### config.mk
export PLATFORM = sky130hd
export DESIGN_NAME = toy_lsu_mem_arb
export DESIGN_NICKNAME = d
export VERILOG_FILES = /design/src/rtl/toy_lsu_mem_arb.sv
export SDC_FILE = /design/constraint.sdc
export NUM_CORES = 1
export LEC_CHECK = 0
export BUFFER_PORTS_ARGS = -buffer_cell sky130_fd_sc_hd__buf_2
export CORE_AREA = 2 2 155 157
export DETAILED_ROUTE_END_ITERATION = 10
export DIE_AREA = 0 0 157 159
export PLACE_DENSITY = 0.61
export SLEW_MARGIN = 30
export SYNTH_ARGS = -nofsm -noshare
export SYNTH_HDL_FRONTEND = slang
export SYNTH_SLANG_ARGS = --single-unit
### constraint.sdc
create_clock -name clk -period 3.5 [get_ports clk]
set_input_delay 0 -clock clk [delete_from_list [all_inputs] [get_ports clk]]
set_output_delay 0 -clock clk [all_outputs]
set_load 0.02 [all_outputs]
### src/rtl/toy_lsu_mem_arb.sv
// LSU memory request arbiter: load priority with store anti-starvation,
// outstanding-load credit limit and a single registered output slot.
module toy_lsu_mem_arb #(
    parameter int unsigned PLD_WIDTH          = 128,
    parameter int unsigned LD_OUTSTANDING_MAX = 8,
    parameter int unsigned STARVE_MAX         = 4
) (
    input  logic                                  clk,
    input  logic                                  rst_n,
    input  logic                                  ld_req_vld,
    output logic                                  ld_req_rdy,
    input  logic [PLD_WIDTH-1:0]                  ld_req_pld,
    input  logic                                  st_req_vld,
    output logic                                  st_req_rdy,
    input  logic [PLD_WIDTH-1:0]                  st_req_pld,
    output logic                                  m_req_vld,
    input  logic                                  m_req_rdy,
    output logic [PLD_WIDTH-1:0]                  m_req_pld,
    output logic                                  m_req_is_ld,
    input  logic                                  mem_ack_vld,
    input  logic                                  mem_ack_rdy,
    input  logic                                  mem_ack_is_ld,
    input  logic                                  cancel_en,
    output logic [$clog2(LD_OUTSTANDING_MAX):0]   ld_outstanding,
    output logic [$clog2(STARVE_MAX):0]           st_starve_cnt
);

    localparam int unsigned LDW = $clog2(LD_OUTSTANDING_MAX) + 1;
    localparam int unsigned SCW = $clog2(STARVE_MAX) + 1;
    localparam logic [LDW-1:0] LD_MAX = LDW'(LD_OUTSTANDING_MAX);
    localparam logic [SCW-1:0] ST_MAX = SCW'(STARVE_MAX);

    typedef enum logic [1:0] {
        GNT_NONE = 2'd0,
        GNT_LD   = 2'd1,
        GNT_ST   = 2'd2
    } gnt_e;

    logic                 r_vld;
    logic [PLD_WIDTH-1:0] r_pld;
    logic                 r_is_ld;
    logic [LDW-1:0]       r_ld_cnt;
    logic [SCW-1:0]       r_starve;

    logic                 w_slot_free;
    logic                 w_ld_elig;
    logic                 w_starved;
    logic                 w_ack_ld;
    gnt_e                 w_gnt;
    logic [LDW-1:0]       w_ld_cnt_nxt;
    logic [SCW-1:0]       w_starve_nxt;

    assign w_slot_free = !r_vld || m_req_rdy;
    // Eligibility uses the registered credit count only; a same-cycle ack
    // does not bypass into the grant decision.
    assign w_ld_elig   = ld_req_vld && !cancel_en && (r_ld_cnt < LD_MAX);
    assign w_starved   = (r_starve >= ST_MAX);
    assign w_ack_ld    = mem_ack_vld && mem_ack_rdy && mem_ack_is_ld;

    always_comb begin
        w_gnt = GNT_NONE;
        if (w_slot_free) begin
            if (w_starved && st_req_vld) begin
                w_gnt = GNT_ST;
            end else if (w_ld_elig) begin
                w_gnt = GNT_LD;
            end else if (st_req_vld) begin
                w_gnt = GNT_ST;
            end
        end
    end

    assign ld_req_rdy = (w_gnt == GNT_LD);
    assign st_req_rdy = (w_gnt == GNT_ST);

    always_comb begin
        w_ld_cnt_nxt = r_ld_cnt;
        case ({w_gnt == GNT_LD, w_ack_ld})
            2'b10:   w_ld_cnt_nxt = r_ld_cnt + LDW'(1);
            2'b01:   if (r_ld_cnt != '0) w_ld_cnt_nxt = r_ld_cnt - LDW'(1);
            default: w_ld_cnt_nxt = r_ld_cnt;
        endcase
    end

    always_comb begin
        w_starve_nxt = r_starve;
        if (w_gnt == GNT_ST) begin
            w_starve_nxt = '0;
        end else if ((w_gnt == GNT_LD) && st_req_vld && (r_starve < ST_MAX)) begin
            w_starve_nxt = r_starve + SCW'(1);
        end
    end

    always_ff @(posedge clk or negedge rst_n) begin
        if (!rst_n) begin
            r_vld   <= 1'b0;
            r_pld   <= '0;
            r_is_ld <= 1'b0;
        end else if (w_slot_free) begin
            r_vld <= (w_gnt != GNT_NONE);
            if (w_gnt == GNT_LD) begin
                r_pld   <= ld_req_pld;
                r_is_ld <= 1'b1;
            end else if (w_gnt == GNT_ST) begin
                r_pld   <= st_req_pld;
                r_is_ld <= 1'b0;
            end
        end
    end

    always_ff @(posedge clk or negedge rst_n) begin
        if (!rst_n) begin
            r_ld_cnt <= '0;
            r_starve <= '0;
        end else begin
            r_ld_cnt <= w_ld_cnt_nxt;
            r_starve <= w_starve_nxt;
        end
    end

    assign m_req_vld      = r_vld;
    assign m_req_pld      = r_pld;
    assign m_req_is_ld    = r_is_ld;
    assign ld_outstanding = r_ld_cnt;
    assign st_starve_cnt  = r_starve;

`ifndef SYNTHESIS
    // A load ack with no load outstanding is a protocol error upstream.
    a_no_ack_underflow: assert property (@(posedge clk) disable iff (!rst_n)
        !(w_ack_ld && (r_ld_cnt == '0)));
`endif

endmodule

Word level (Yosys, flattened, before mapping)
Index checks and enable logic that the tools add are counted.
W data, S select, Z words.
{"block": "op_classes", "n_addsub": 3, "order_cmp": 3, "n_eq_ne": 5, "n_reduce_logical": 17, "muxes": 12}
{"operator": "$mux W128", "n": 2}
{"operator": "$mux W2", "n": 4}
{"operator": "$pmux W4 S2", "n": 1}
{"operator": "$reduce_bool A2 Y1", "n": 4}
{"operator": "$logic_and A1 B1 Y1", "n": 7}
{"operator": "$mux W3", "n": 2}
{"operator": "$add A4 B1 Y4 const B", "n": 1}
{"operator": "$eq A2 B1 Y1 const B", "n": 2}
{"operator": "$eq A2 B2 Y1 const B", "n": 2}
{"operator": "$lt A4 B4 Y1 const B", "n": 1}
{"operator": "$mux W4", "n": 1}
{"operator": "$reduce_and A2 Y1", "n": 2}
{"operator": "$reduce_bool A4 Y1", "n": 1}
{"operator": "$sub A4 B1 Y4 const B", "n": 1}
{"operator": "$add A3 B1 Y3 const B", "n": 1}
{"operator": "$ge A3 B3 Y1 const B", "n": 1}
{"operator": "$lt A3 B3 Y1 const B", "n": 1}
{"operator": "$logic_not A1 Y1", "n": 2}
{"operator": "$mux W1", "n": 2}
{"operator": "$ne A2 B2 Y1 const B", "n": 1}
{"operator": "$logic_or A1 B1 Y1", "n": 1}
{"block": "word_totals", "in_bits": 265, "reg_bits": 137, "word_cells": 45, "out_inout_bits": 139}

Longest topological paths before layout
Gate-level depths: netlist of the first run.
{"block": "logic_depth", "word_depth": 11, "ltp_mapped": 13, "ltp_nobuf": 11}

Least setup slack after synthesis of the first run
No wires, ideal clock.
{"block": "synth_path", "path_type": "register to register", "startpoint": "reg r_ld_cnt[3] (netlist: ld_outstanding[3])", "endpoint": "reg r_ld_cnt[1] (netlist: ld_outstanding[1])", "stages_incl_launch_ff": 13, "slack_ns": 0.751, "t_arrival_ns": 2.609, "setup_time_ns": 0.140, "period_less_slack_ns": 2.749, "path_cell_list": "dfrtp_1 > nor2_1 > nand2_1 > a211o_1 > inv_1 > ha_1 > buf_2 > clkbuf_1 > nor2_1 > xor2_1 > ha_1 > a221oi_1 > a21oi_1"}
{"block": "synth_via", "elab_cells_between_ends": 13, "classes_between": "order compare (1); eq/ne (4); mux (4); reduce/logical (4)"}
{"item": "start: declaration", "line_no": "42", "source": "logic [LDW-1:0] r_ld_cnt;"}
{"item": "start signal: assignment", "line_no": "116", "source": "r_ld_cnt <= w_ld_cnt_nxt;"}
{"item": "$lt A4 B4 Y1 (*)", "line_no": "56", "source": "assign w_ld_elig = ld_req_vld && !cancel_en && (r_ld_cnt < LD_MAX);"}
{"item": "$logic_and A1 B1 Y1 (*)", "line_no": "56"}
{"item": "$mux W2 (*)", "line_no": "65", "source": "end else if (w_ld_elig) begin"}
{"item": "$mux W2 (*)", "line_no": "63", "source": "if (w_starved && st_req_vld) begin"}
{"item": "$mux W2 (*)", "line_no": "62", "source": "if (w_slot_free) begin"}
{"item": "$eq A2 B1 Y1 (*)"}
{"item": "via ld_req_rdy", "line_no": "11", "source": "output logic ld_req_rdy,"}
{"item": "$eq A2 B1 Y1 or $eq A2 B2 Y1 (tied branches)", "line_no": "78", "source": "case ({w_gnt == GNT_LD, w_ack_ld})"}
{"item": "$pmux W4 S2 (*)", "line_no": "78"}
{"item": "via w_ld_cnt_nxt[1]", "line_no": "50", "source": "logic [LDW-1:0] w_ld_cnt_nxt;"}
Mark *: on every way through the listed nets, which the timed path passes. The rest lies on a longest branch.
A chain may end at the register's enable or synchronous reset.

Worst setup path after layout of the first run
{"block": "layout_path", "startpoint": "reg r_ld_cnt[3] (netlist: ld_outstanding[3])", "endpoint": "reg r_pld[11] (netlist: m_req_pld[11])"}
{"block": "layout_via", "elab_chain_len": 8, "elab_cells_between_ends": 10, "classes_between": "order compare (1); eq/ne (2); mux (4); reduce/logical (3)"}
{"item": "$lt A4 B4 Y1 (*)", "line_no": "56"}
{"item": "$logic_and A1 B1 Y1 (*)", "line_no": "56"}
{"item": "$mux W2 (*)", "line_no": "65"}
{"item": "$mux W2 (*)", "line_no": "63"}
{"item": "$mux W2 (*)", "line_no": "62"}
{"item": "$eq A2 B1 Y1 or $eq A2 B2 Y1 (tied branches)", "line_no": "101, 104"}
{"item": "$reduce_bool A2 Y1 (no source line)"}
{"item": "$reduce_and A2 Y1 (no source line)"}
{"item": "end signal: assignment", "line_no": "102", "source": "r_pld <= ld_req_pld;"}
{"item": "end signal: assignment", "line_no": "105", "source": "r_pld <= st_req_pld;"}
{"item": "end: declaration", "line_no": "40", "source": "logic [PLD_WIDTH-1:0] r_pld;"}
Mark *: on every way between the ends. The rest lies on a longest branch, timed or not.

==> results.ini, run 1 <==
[drt]
wire_per_inst_um=14.7
totalWireLength_um=23300
routed-via-count=6952
dr.first_iter.drc_count=231
remaining_antenna_violation_count=0
vias_per_cell=4.38
remaining_drc_errors=0
drt_pass1_iterations=4

[setup_path]
critical_path_buf_inv_count=3
crit_chain=nor2_1 -> nand2_1 -> a211o_1 -> inv_1 -> ha_4 -> buf_12 -> mux2i_1 -> dlygate4sd3_1 -> a21oi_2
cp_slowest_cell=sky130_fd_sc_hd__dlygate4sd3_1
worst-setup-path-type=reg -> reg
critPathTopFamily=buffers and inverters
worstPathRequired_ns=3.77
timing.critical_path.from_type=flip-flop
slowest_delay_ns=0.62
path_max_fanout=62
worst_ep_arrival_time_ns=3.21
worst_setup_path_end_kind=flip-flop

[logic_synthesis]
synth-main-ff-cell=sky130_fd_sc_hd__dfrtp_1
synth-async-reset-ratio=1.00
post-synth-top-area-fraction=0.471
synthDominantAreaCellType=sky130_fd_sc_hd__dfrtp_1
synthCells=610
synth_top_cells_by_area=sky130_fd_sc_hd__dfrtp_1 47%, sky130_fd_sc_hd__mux2i_1 18%, sky130_fd_sc_hd__a21oi_2 12%
number_of_enable_flip_flop_cells_after_synthesis=0
post_synth.cell_area_avg_sq_um=11.9
distinct_cell_type_count_of_the_synthesized_netlist=32
synth.yosys.seq_area_share=0.471
cell_with_the_most_instances_after_synthesis=sky130_fd_sc_hd__dfrtp_1
number_of_synthesized_register_bits=137
synth.cells.most_frequent=137 x sky130_fd_sc_hd__dfrtp_1, 131 x sky130_fd_sc_hd__mux2i_1, 100 x sky130_fd_sc_hd__a21oi_2, 100 x sky130_fd_sc_hd__nor2_2, 35 x sky130_fd_sc_hd__nor2_1
syn_nets=880
synth_area_sq_um=7270
yosys_warnings=0

[timing]
post-route-period-util=0.841
finalHoldWorstSlack_ns=0.127
clock-skew-final_ns=0.00726
timing.final.max_slew_violations=0
max_clock_freq_mhz=340
totalNegativeSetupSlack_ns=0
hold_viol=0
final_setup_violation_count=0
worst_slew_margin_rel=0.555
layout_min_cycle_time_ns=2.94
tightest_slew_ns=0.667
rsz0062_at_grt=false

[clock_tree]
postCtsSetupBuffers=0
ctsResizeCount=0
cts_hold_buf=259
clock-root-buffer=sky130_fd_sc_hd__clkbuf_16
clock_path_buffers=2
htree_levels=4
worst_setup_hold_path_clk_slew_ns=0.06
cts-buffers-inserted=17
cts_sinks=137
source_to_sink_clock_delay_at_the_later_pin_of_the_worst_skew_pair_ns=0.41
tritoncts=built

[global_routing]
vias_in_the_first_global_route=7361
grt_max_degree=86
grtUsageTotal=0.184
number_of_antenna_violations_at_the_first_check_in_global_routing=1
grt_pass1_wl_um=36700
total_congestion_overflow=0

[power]
p_per_area_nw_per_um2=578
vdd_ir_drop_max_mv=0.312
total_leakage_power_nw=5.42
total_power_consumption_of_the_routed_design_mw=7.23

[floorplan]
core.rowCount=56
die_span_x_um=157
initial_utilization=0.314
top_level_ports=404
core_area_sq_um=23200
design.die.area_sq_um=25000
chipHeight_um=159

[place]
hpwlAfterDp_um=14400
gp_routability_congestion=0.729
port-buffer-count=403

[flow_run]
max_cap_viol_count=0

[final_layout]
post_route_cells_drive_above_1_share=0.510
layout-area-overhead-vs-synth_pct=72.0
num-nets-final=1523

[status]
outcome=completed

[hold_path]
hold_path_class=in -> reg

[path summary, 6_finish.rpt]
kind	from	endpoint	slack (ns)	cells past startpoint
worst max-delay path	ld_outstanding[3]	m_req_pld[11]	0.56	9
worst min-delay path	mem_ack_rdy	ld_outstanding[0]	0.13	4
worst max register to register	ld_outstanding[3]	m_req_pld[11]	0.56	9
worst min register to register	m_req_pld[17]	m_req_pld[17]	0.52	2
max in group asynchronous	rst_n	m_req_pld[44]	2.48	3
min in group asynchronous	rst_n	m_req_pld[107]	0.17	2
[cells in the final DEF, fill, tap and decap left out, types with 2 or more instances in the layout]
cell / synthesis / layout
sky130_fd_sc_hd__a21oi_1: 31 / 31
sky130_fd_sc_hd__a21oi_2: 100 / 100
sky130_fd_sc_hd__buf_12: 11 / 5
sky130_fd_sc_hd__buf_2: 17 / 402
sky130_fd_sc_hd__buf_4: 3 / 3
sky130_fd_sc_hd__bufinv_16: 0 / 2
sky130_fd_sc_hd__clkbuf_1: 1 / 3
sky130_fd_sc_hd__clkbuf_16: 0 / 17
sky130_fd_sc_hd__clkinvlp_4: 0 / 5
sky130_fd_sc_hd__dfrtp_1: 137 / 137
sky130_fd_sc_hd__dlygate4sd3_1: 0 / 259
sky130_fd_sc_hd__ha_1: 5 / 4
sky130_fd_sc_hd__inv_1: 2 / 2
sky130_fd_sc_hd__inv_6: 0 / 4
sky130_fd_sc_hd__mux2i_1: 131 / 131
sky130_fd_sc_hd__nand2_1: 3 / 3
sky130_fd_sc_hd__nor2_1: 35 / 35
sky130_fd_sc_hd__nor2_2: 100 / 100
sky130_fd_sc_hd__nor3_1: 2 / 2
sky130_fd_sc_hd__xnor2_1: 2 / 2
sky130_fd_sc_hd__xor2_1: 2 / 2
[registers in the layout (all words and copies together), names as in the netlist]
register	count
st_starve_cnt	3
m_req_vld	1
m_req_pld	128
ld_outstanding	4
m_req_is_ld	1
[where the power goes]
part           internal (mW)  leakage (nW)  total, mW  switching, mW
combinational           1.25          3.64       2.97           1.72
clock                   1.06         0.264       1.78          0.717
sequential              2.11          1.52       2.48          0.376
[layer usage]
layer	up-vias	share of wire	GRT usage
met2	277	0.51	0.331
met3	28	0.073	0.0493
met1	3250	0.40	0.209
met5	-	0	0
li1	3397	-	-
met4	0	0.018	0.0596
[per-stage QoR]
| stage | instance area (sq um) | util | std cells | setup slack, ns |
|---|---|---|---|---|
| finish | 12500 | 0.539 | 1586 | 0.558 |
| global route | 12500 | 0.539 | 1585 | 0.374 |
| CTS | 12500 | 0.539 | 1585 | 0.585 |
| detailed placement | 9340 | 0.403 | 1294 | 1.00 |
| global placement | 9340 | 0.403 | 1294 | 1.07 |
| floorplan | 7270 | - | 610 | 0.751 |
[final cells by class]
class                      count  area (sq um)
antenna                        1          2.50
clock buffer                  20           437
multi-input combinational    425          3360
tap                          319           399
timing repair buffer         670          4740
sequential                   137          3430
inverter                       2          7.51
clock inverter                12           141
fill                        2018         10700
[worst register-to-register path, stage by stage, from the launching register on]
cell and delay (ns):
sky130_fd_sc_hd__dfrtp_1 0.43, sky130_fd_sc_hd__nor2_1 0.13, sky130_fd_sc_hd__nand2_1 0.07, sky130_fd_sc_hd__a211o_1 0.31
sky130_fd_sc_hd__inv_1 0.11, sky130_fd_sc_hd__ha_4 0.35, sky130_fd_sc_hd__buf_12 0.36, sky130_fd_sc_hd__mux2i_1 0.37
sky130_fd_sc_hd__dlygate4sd3_1 0.62, sky130_fd_sc_hd__a21oi_2 0.06
[logic make-up (layout without fill, tap and decap cells)]
family / count (synthesis) / count (layout) / share of synthesized area
fa+ha+maj: 5 / 5 / 0.00860
xor+xnor: 4 / 4 / 0.00482
simple gates: 148 / 148 / 0.117
flops: 137 / 137 / 0.471
compound gates: 136 / 136 / 0.147
mux: 132 / 132 / 0.182
other cells: 0 / 1 / 0
buf+inv: 48 / 704 / 0.0688
No activity file was read; power rests on OpenSTA's default activity.
==> run 2: changes to the inputs <==
--- a/config.mk
+++ b/config.mk
@@ -5,11 +5,12 @@
 export SDC_FILE = /design/constraint.sdc
 export NUM_CORES = 1
 export LEC_CHECK = 0
+export ABC_AREA = 1
 export BUFFER_PORTS_ARGS = -buffer_cell sky130_fd_sc_hd__buf_2
-export CORE_AREA = 2 2 155 157
+export CORE_AREA = 2 2 157 159
 export DETAILED_ROUTE_END_ITERATION = 10
-export DIE_AREA = 0 0 157 159
-export PLACE_DENSITY = 0.61
+export DIE_AREA = 0 0 159 161
+export PLACE_DENSITY = 0.58
 export SLEW_MARGIN = 30
 export SYNTH_ARGS = -nofsm -noshare
 export SYNTH_HDL_FRONTEND = slang
==> constraint.sdc (replaced) <==
create_clock -name clk -period 2.6 [get_ports clk]
set_input_delay 0 -clock clk [delete_from_list [all_inputs] [get_ports clk]]
set_output_delay 0 -clock clk [all_outputs]
set_load 0.02 [all_outputs]
==> results.ini, run 2 <==
[setup_path]
worstPathRequired_ns=2.93
path_max_fanout=34
critical_path_buf_inv_count=4
cp_slowest_cell=sky130_fd_sc_hd__dfrtp_1
last_element_of_the_critical_path=m_req_pld[23]
critPathTopFamily=buffers and inverters
crit_chain=nor2_1 -> nand2_1 -> a21oi_1 -> inv_1 -> nor2_1 -> inv_1 -> ha_1 -> nand2_4 -> inv_8 -> buf_4 -> nor2_1 -> a31oi_1
slowest_delay_ns=0.41
critical_path.reg2reg.endpoint=m_req_pld[23]
crit-reg2reg-launch=ld_outstanding[3]
timing.critical_path.from_type=flip-flop
cp.depth=12
worst-setup-path-type=reg -> reg
reg2reg_setup_slack_ns=0.26
r2r_cells=12
worst_setup_path_end_kind=flip-flop
worst_ep_arrival_time_ns=2.66
critPathLaunch=ld_outstanding[3]
crit_top_cell=sky130_fd_sc_hd__nor2_1

[place]
gp_routability_congestion=0.870
placed_cells=1468
hpwlAfterDp_um=16000
port-buffer-count=403

[global_routing]
total_congestion_overflow=0
grt_pass1_wl_um=42600
number_of_antenna_violations_at_the_first_check_in_global_routing=2
grt_max_degree=130
grtUsageTotal=0.207
vias_in_the_first_global_route=8445

[timing]
tightest_slew_ns=0.592
worst_slew_margin_rel=0.605
layout_min_cycle_time_ns=2.34
max_clock_freq_mhz=428
clock-skew-final_ns=0.0101
final_setup_violation_count=0
timing.final.max_slew_violations=0
rsz0062_at_grt=false
post-route-period-util=0.899
totalNegativeSetupSlack_ns=0
hold_viol=0

[final_layout]
layout_commonest_cell=sky130_fd_sc_hd__buf_2
num-nets-final=1693
layout-area-overhead-vs-synth_pct=86.2
highest_count_cells_in_the_layout_ignoring_fill_and_taps=402 x sky130_fd_sc_hd__buf_2, 283 x sky130_fd_sc_hd__nand2_1, 260 x sky130_fd_sc_hd__dlygate4sd3_1, 137 x sky130_fd_sc_hd__nor2_1, 137 x sky130_fd_sc_hd__dfrtp_1
post_route_cells_drive_above_1_share=0.318
final.fill_count=2159
final-instance-count-excl-fill=1759
largest_reg_flops=128

[drt]
wire_per_inst_um=15.2
totalWireLength_um=26700
routed-via-count=8169
remaining_drc_errors=0
remaining_antenna_violation_count=0
vias_per_cell=4.64
dr.first_iter.drc_count=712
drt_pass1_iterations=5

[status]
outcome=completed

[logic_synthesis]
post_synth.cell_area_avg_sq_um=8.22
cell_with_the_most_instances_after_synthesis=sky130_fd_sc_hd__nand2_1
synthCells=782
post-synth-top-area-fraction=0.534
synth-async-reset-ratio=1.00
syn_nets=1052
yosys_warnings=0
synth-main-ff-cell=sky130_fd_sc_hd__dfrtp_1
distinct_cell_type_count_of_the_synthesized_netlist=21
synth_top_cells_by_area=sky130_fd_sc_hd__dfrtp_1 53%, sky130_fd_sc_hd__nand2_1 17%, sky130_fd_sc_hd__a31oi_1 12%
synth_area_sq_um=6420
synth.yosys.seq_area_share=0.534
synthDominantAreaCellType=sky130_fd_sc_hd__dfrtp_1
synth.cells.most_frequent=283 x sky130_fd_sc_hd__nand2_1, 137 x sky130_fd_sc_hd__dfrtp_1, 137 x sky130_fd_sc_hd__nor2_1
number_of_enable_flip_flop_cells_after_synthesis=0
number_of_synthesized_register_bits=137

[floorplan]
top_level_ports=404
core.rowCount=57
die_span_x_um=159
design.die.area_sq_um=25600
chipHeight_um=161
core_area_sq_um=24000
initial_utilization=0.268

[clock_tree]
cts_sinks=137
source_to_sink_clock_delay_at_the_later_pin_of_the_worst_skew_pair_ns=0.42
htree_levels=4
clock-root-buffer=sky130_fd_sc_hd__clkbuf_16
cts-buffers-inserted=17
clock_path_buffers=2
worst_setup_hold_path_clk_slew_ns=0.06
tritoncts=built

[hold_path]
whs_path_depth=5
hold_path_class=in -> reg

[power]
total_power_consumption_of_the_routed_design_mw=11.2
vdd_ir_drop_max_mv=0.508
total_leakage_power_nw=5.74
p_per_area_nw_per_um2=934

[flow_run]
max_cap_viol_count=0

[run 2: cell count changes after synthesis, sizes merged, moves of 2 or more]
cell   delta
o21ai     +2
inv      +13
nor2      +4
a31oi   +127
xnor2     -2
nand3     +7
buf      +10
nand2   +281
a21oi   -129
mux2i   -131
[run 2: cells by family after synthesis]
kind of cell,Yosys count,share of synthesized area
xor gates and xnor gates,2,0.00273
AOI/OAI and AO/OA,132,0.128
adders and majority gates,5,0.00974
DFF,137,0.534
buffers and inverters,72,0.0684
and+or+nand+nor,434,0.258
[run 2: cell type report]
class,instances,area [sq um],area share
Antenna cell,2,5.00,0.000418
Clock buffer,17,425,0.0356
Clock inverter,12,226,0.0189
Inverter,15,66.3,0.00554
Multi-Input combinational cell,573,2570,0.215
Sequential cell,137,3430,0.287
Tap cell,324,405,0.0339
Timing Repair Buffer,679,4830,0.404
[run 2: through the flow]
step                       util  setup slack (ns)  cell area (sq um)  hold WS, ns
after floorplan               -             0.383               6420       -0.296
after global placement    0.363             0.284               8700     -0.00706
after detailed placement  0.363             0.242               8700     -0.00750
after CTS                 0.499             0.219              12000      0.00276
after global routing      0.499            0.0459              12000       0.0503
final                     0.499             0.263              12000       0.0333
[run 2: how the worst min path moves through the flow]
stage | startpoint | end | slack [ns]
global placement | rst_n | ld_outstanding[0] | -0.007
global route | mem_ack_vld | ld_outstanding[2] | 0.05
CTS | mem_ack_vld | ld_outstanding[2] | 0.003
finish | mem_ack_vld | ld_outstanding[2] | 0.03
floorplan | rst_n | ld_outstanding[0] | -0.30
detailed placement | rst_n | ld_outstanding[1] | -0.007
[run 2: repair_timing]
item,4_1_cts,5_1_grt
hold endpoints to repair,268,0
hold buffers,260,0
buffers inserted,0,0
endpoints found under the setup margin,0,1
gates resized for setup,0,1
[run 2: worst min-delay path: stages]
cell and delay [ns]:
sky130_fd_sc_hd__buf_2 0.09, sky130_fd_sc_hd__nand3_1 0.10, sky130_fd_sc_hd__nand2_1 0.10, sky130_fd_sc_hd__nand3_1 0.08
sky130_fd_sc_hd__nand2_1 0.06
[run 2: routing by layer]
layer  track usage  part of all wire  up-vias
met2         0.349              0.48      451
met5             0                 0        -
li1              -                 -     3856
met1         0.230              0.39     3734
met3        0.0565             0.070      128
met4         0.142             0.061        0
[run 2: power by group]
group          internal (mW)  switching (mW)
clock network           1.78           0.939
registers               3.12           0.589
logic                   1.80            2.94
total                   6.70            4.46
==> run 3: changes to the inputs <==
--- a/config.mk
+++ b/config.mk
@@ -7,10 +7,10 @@
 export LEC_CHECK = 0
 export ABC_AREA = 1
 export BUFFER_PORTS_ARGS = -buffer_cell sky130_fd_sc_hd__buf_2
-export CORE_AREA = 2 2 157 159
+export CORE_AREA = 2 2 158 160
 export DETAILED_ROUTE_END_ITERATION = 10
-export DIE_AREA = 0 0 159 161
-export PLACE_DENSITY = 0.58
+export DIE_AREA = 0 0 160 162
+export PLACE_DENSITY = 0.55
 export SLEW_MARGIN = 30
 export SYNTH_ARGS = -nofsm -noshare
 export SYNTH_HDL_FRONTEND = slang
==> constraint.sdc (replaced) <==
create_clock -name clk -period 3 [get_ports clk]
set_input_delay 0 -clock clk [delete_from_list [all_inputs] [get_ports clk]]
set_output_delay 0 -clock clk [all_outputs]
set_load 0.02 [all_outputs]
==> results.ini, run 3 (synthesis results as in run 2) <==
[clock_tree]
clock-root-buffer=sky130_fd_sc_hd__clkbuf_16
htree_levels=4
clock_path_buffers=2
cts_sinks=137
worst_setup_hold_path_clk_slew_ns=0.07
cts-buffers-inserted=17
source_to_sink_clock_delay_at_the_later_pin_of_the_worst_skew_pair_ns=0.41
tritoncts=built

[drt]
drt_pass1_iterations=5
vias_per_cell=4.51
wire_per_inst_um=14.4
remaining_drc_errors=0
routed-via-count=7935
met1_length_um=10100
met3WireLength_um=1700
top_layer=met4
dr.first_iter.drc_count=494
remaining_antenna_violation_count=0
totalWireLength_um=25400
route.met2.wl_um=12900

[timing]
max_clock_freq_mhz=363
worst_slew_margin_rel=0.530
hold_viol=0
rsz0062_at_grt=false
layout_min_cycle_time_ns=2.76
tightest_slew_ns=0.705
clock-skew-final_ns=0.0100
post-route-period-util=0.919
totalNegativeSetupSlack_ns=0
final_setup_violation_count=0
timing.final.max_slew_violations=0
finalHoldWorstSlack_ns=0.0283

[place]
postPlaceCellArea_sq_um=8700
port-buffer-count=403
hpwlAfterDp_um=16100
gp_routability_congestion=0.808

[status]
outcome=completed

[global_routing]
grtUsageTotal=0.194
number_of_antenna_violations_at_the_first_check_in_global_routing=1
total_congestion_overflow=0
grt_max_degree=130
vias_in_the_first_global_route=8217
grt_pass1_wl_um=40500

[setup_path]
worst_ep_arrival_time_ns=3.04
worst_setup_path_end_kind=flip-flop
worstPathRequired_ns=3.28
timing.critical_path.from_type=flip-flop
critPathLaunch=ld_outstanding[3]
slowest_delay_ns=0.58
crit-reg2reg-launch=ld_outstanding[3]
critical_path_buf_inv_count=5
critPathTopFamily=buffers and inverters
crit_chain=nor2_1 -> nand2_1 -> a21oi_1 -> inv_1 -> nor2_2 -> inv_1 -> ha_1 -> nand2_4 -> clkinv_8 -> buf_12 -> nor2_1 -> a31oi_1 -> dlygate4sd3_1
cp_slowest_cell=sky130_fd_sc_hd__dlygate4sd3_1
path_max_fanout=43
worst-setup-path-type=reg -> reg

[flow_run]
max_cap_viol_count=0

[final_layout]
highest_count_cells_in_the_layout_ignoring_fill_and_taps=402 x sky130_fd_sc_hd__buf_2, 283 x sky130_fd_sc_hd__nand2_1, 259 x sky130_fd_sc_hd__dlygate4sd3_1, 137 x sky130_fd_sc_hd__dfrtp_1, 136 x sky130_fd_sc_hd__nor2_1
layout_commonest_cell=sky130_fd_sc_hd__buf_2
num-nets-final=1690
largest_reg_flops=128
final.fill_count=2333
multi_input_area_sq_um=2570
final_design_area_no_fill_sq_um=11800
ff_latch_area_sq_um=3430
layout-area-overhead-vs-synth_pct=84.3
post_route_cells_drive_above_1_share=0.318

[hold_path]
start_point_of_the_worst_hold_path=mem_ack_vld
hold_path_class=in -> reg

[floorplan]
design.die.area_sq_um=25900
core_area_sq_um=24100
initial_utilization=0.267
die_span_x_um=160
chipHeight_um=162
core.rowCount=57
top_level_ports=404

[power]
p_per_area_nw_per_um2=875
total_power_consumption_of_the_routed_design_mw=10.4
vdd_ir_drop_max_mv=0.444
total_leakage_power_nw=5.57

run 3: worst paths after layout:
path / endpoint / slack, ns / cells after the start
max in group asynchronous: m_req_pld[80] / 1.98 / 3
max reg2reg: m_req_pld[1] / 0.24 / 13
min reg2reg: m_req_is_ld / 0.52 / 2
min in group asynchronous: m_req_pld[42] / 0.19 / 2
max: m_req_pld[1] / 0.24 / 13
min: ld_outstanding[2] / 0.03 / 5
run 3: worst min-delay path, stage by stage:
cell,delay (ns)
sky130_fd_sc_hd__buf_2,0.09
sky130_fd_sc_hd__nand3_1,0.10
sky130_fd_sc_hd__nand2_1,0.09
sky130_fd_sc_hd__nand3_1,0.07
sky130_fd_sc_hd__nand2_1,0.06
run 3: per-layer routing:
metal	vias up	global-route usage
met5	-	0
met4	0	0.0758
met3	51	0.0513
met2	327	0.350
met1	3698	0.218
li1	3859	-
run 3: through the flow:
step | cells | setup slack [ns] | util
finish | 1758 | 0.242 | 0.491
global route | 1757 | 0.0420 | 0.491
CTS | 1757 | 0.113 | 0.491
detailed placement | 1466 | 0.644 | 0.361
global placement | 1466 | 0.719 | 0.361
floorplan | 782 | 0.783 | -
run 3: repair_timing:
item                       CTS  global route
setup endpoints to repair    0           111
hold buffers               259             0
hold endpoints to repair   202             0
buffers inserted             0             0
gates resized for setup      0             3
run 3: power breakdown:
part / switching, mW / internal (mW) / total (mW)
logic: 2.72 / 2.48 / 5.19
clock network: 0.872 / 1.09 / 1.96
registers: 0.501 / 2.70 / 3.20
run 3: layout make-up:
| type | instances | share of cell area |
|---|---|---|
| flip-flops and latches | 137 | 0.290 |
| repair buffers | 676 | 0.407 |
| multi-input cells | 573 | 0.217 |
| inverters | 15 | 0.00602 |
| clock buffers | 20 | 0.0377 |
| diodes | 1 | 0.000211 |
| well taps | 324 | 0.0342 |
| clock inverters | 12 | 0.00792 |
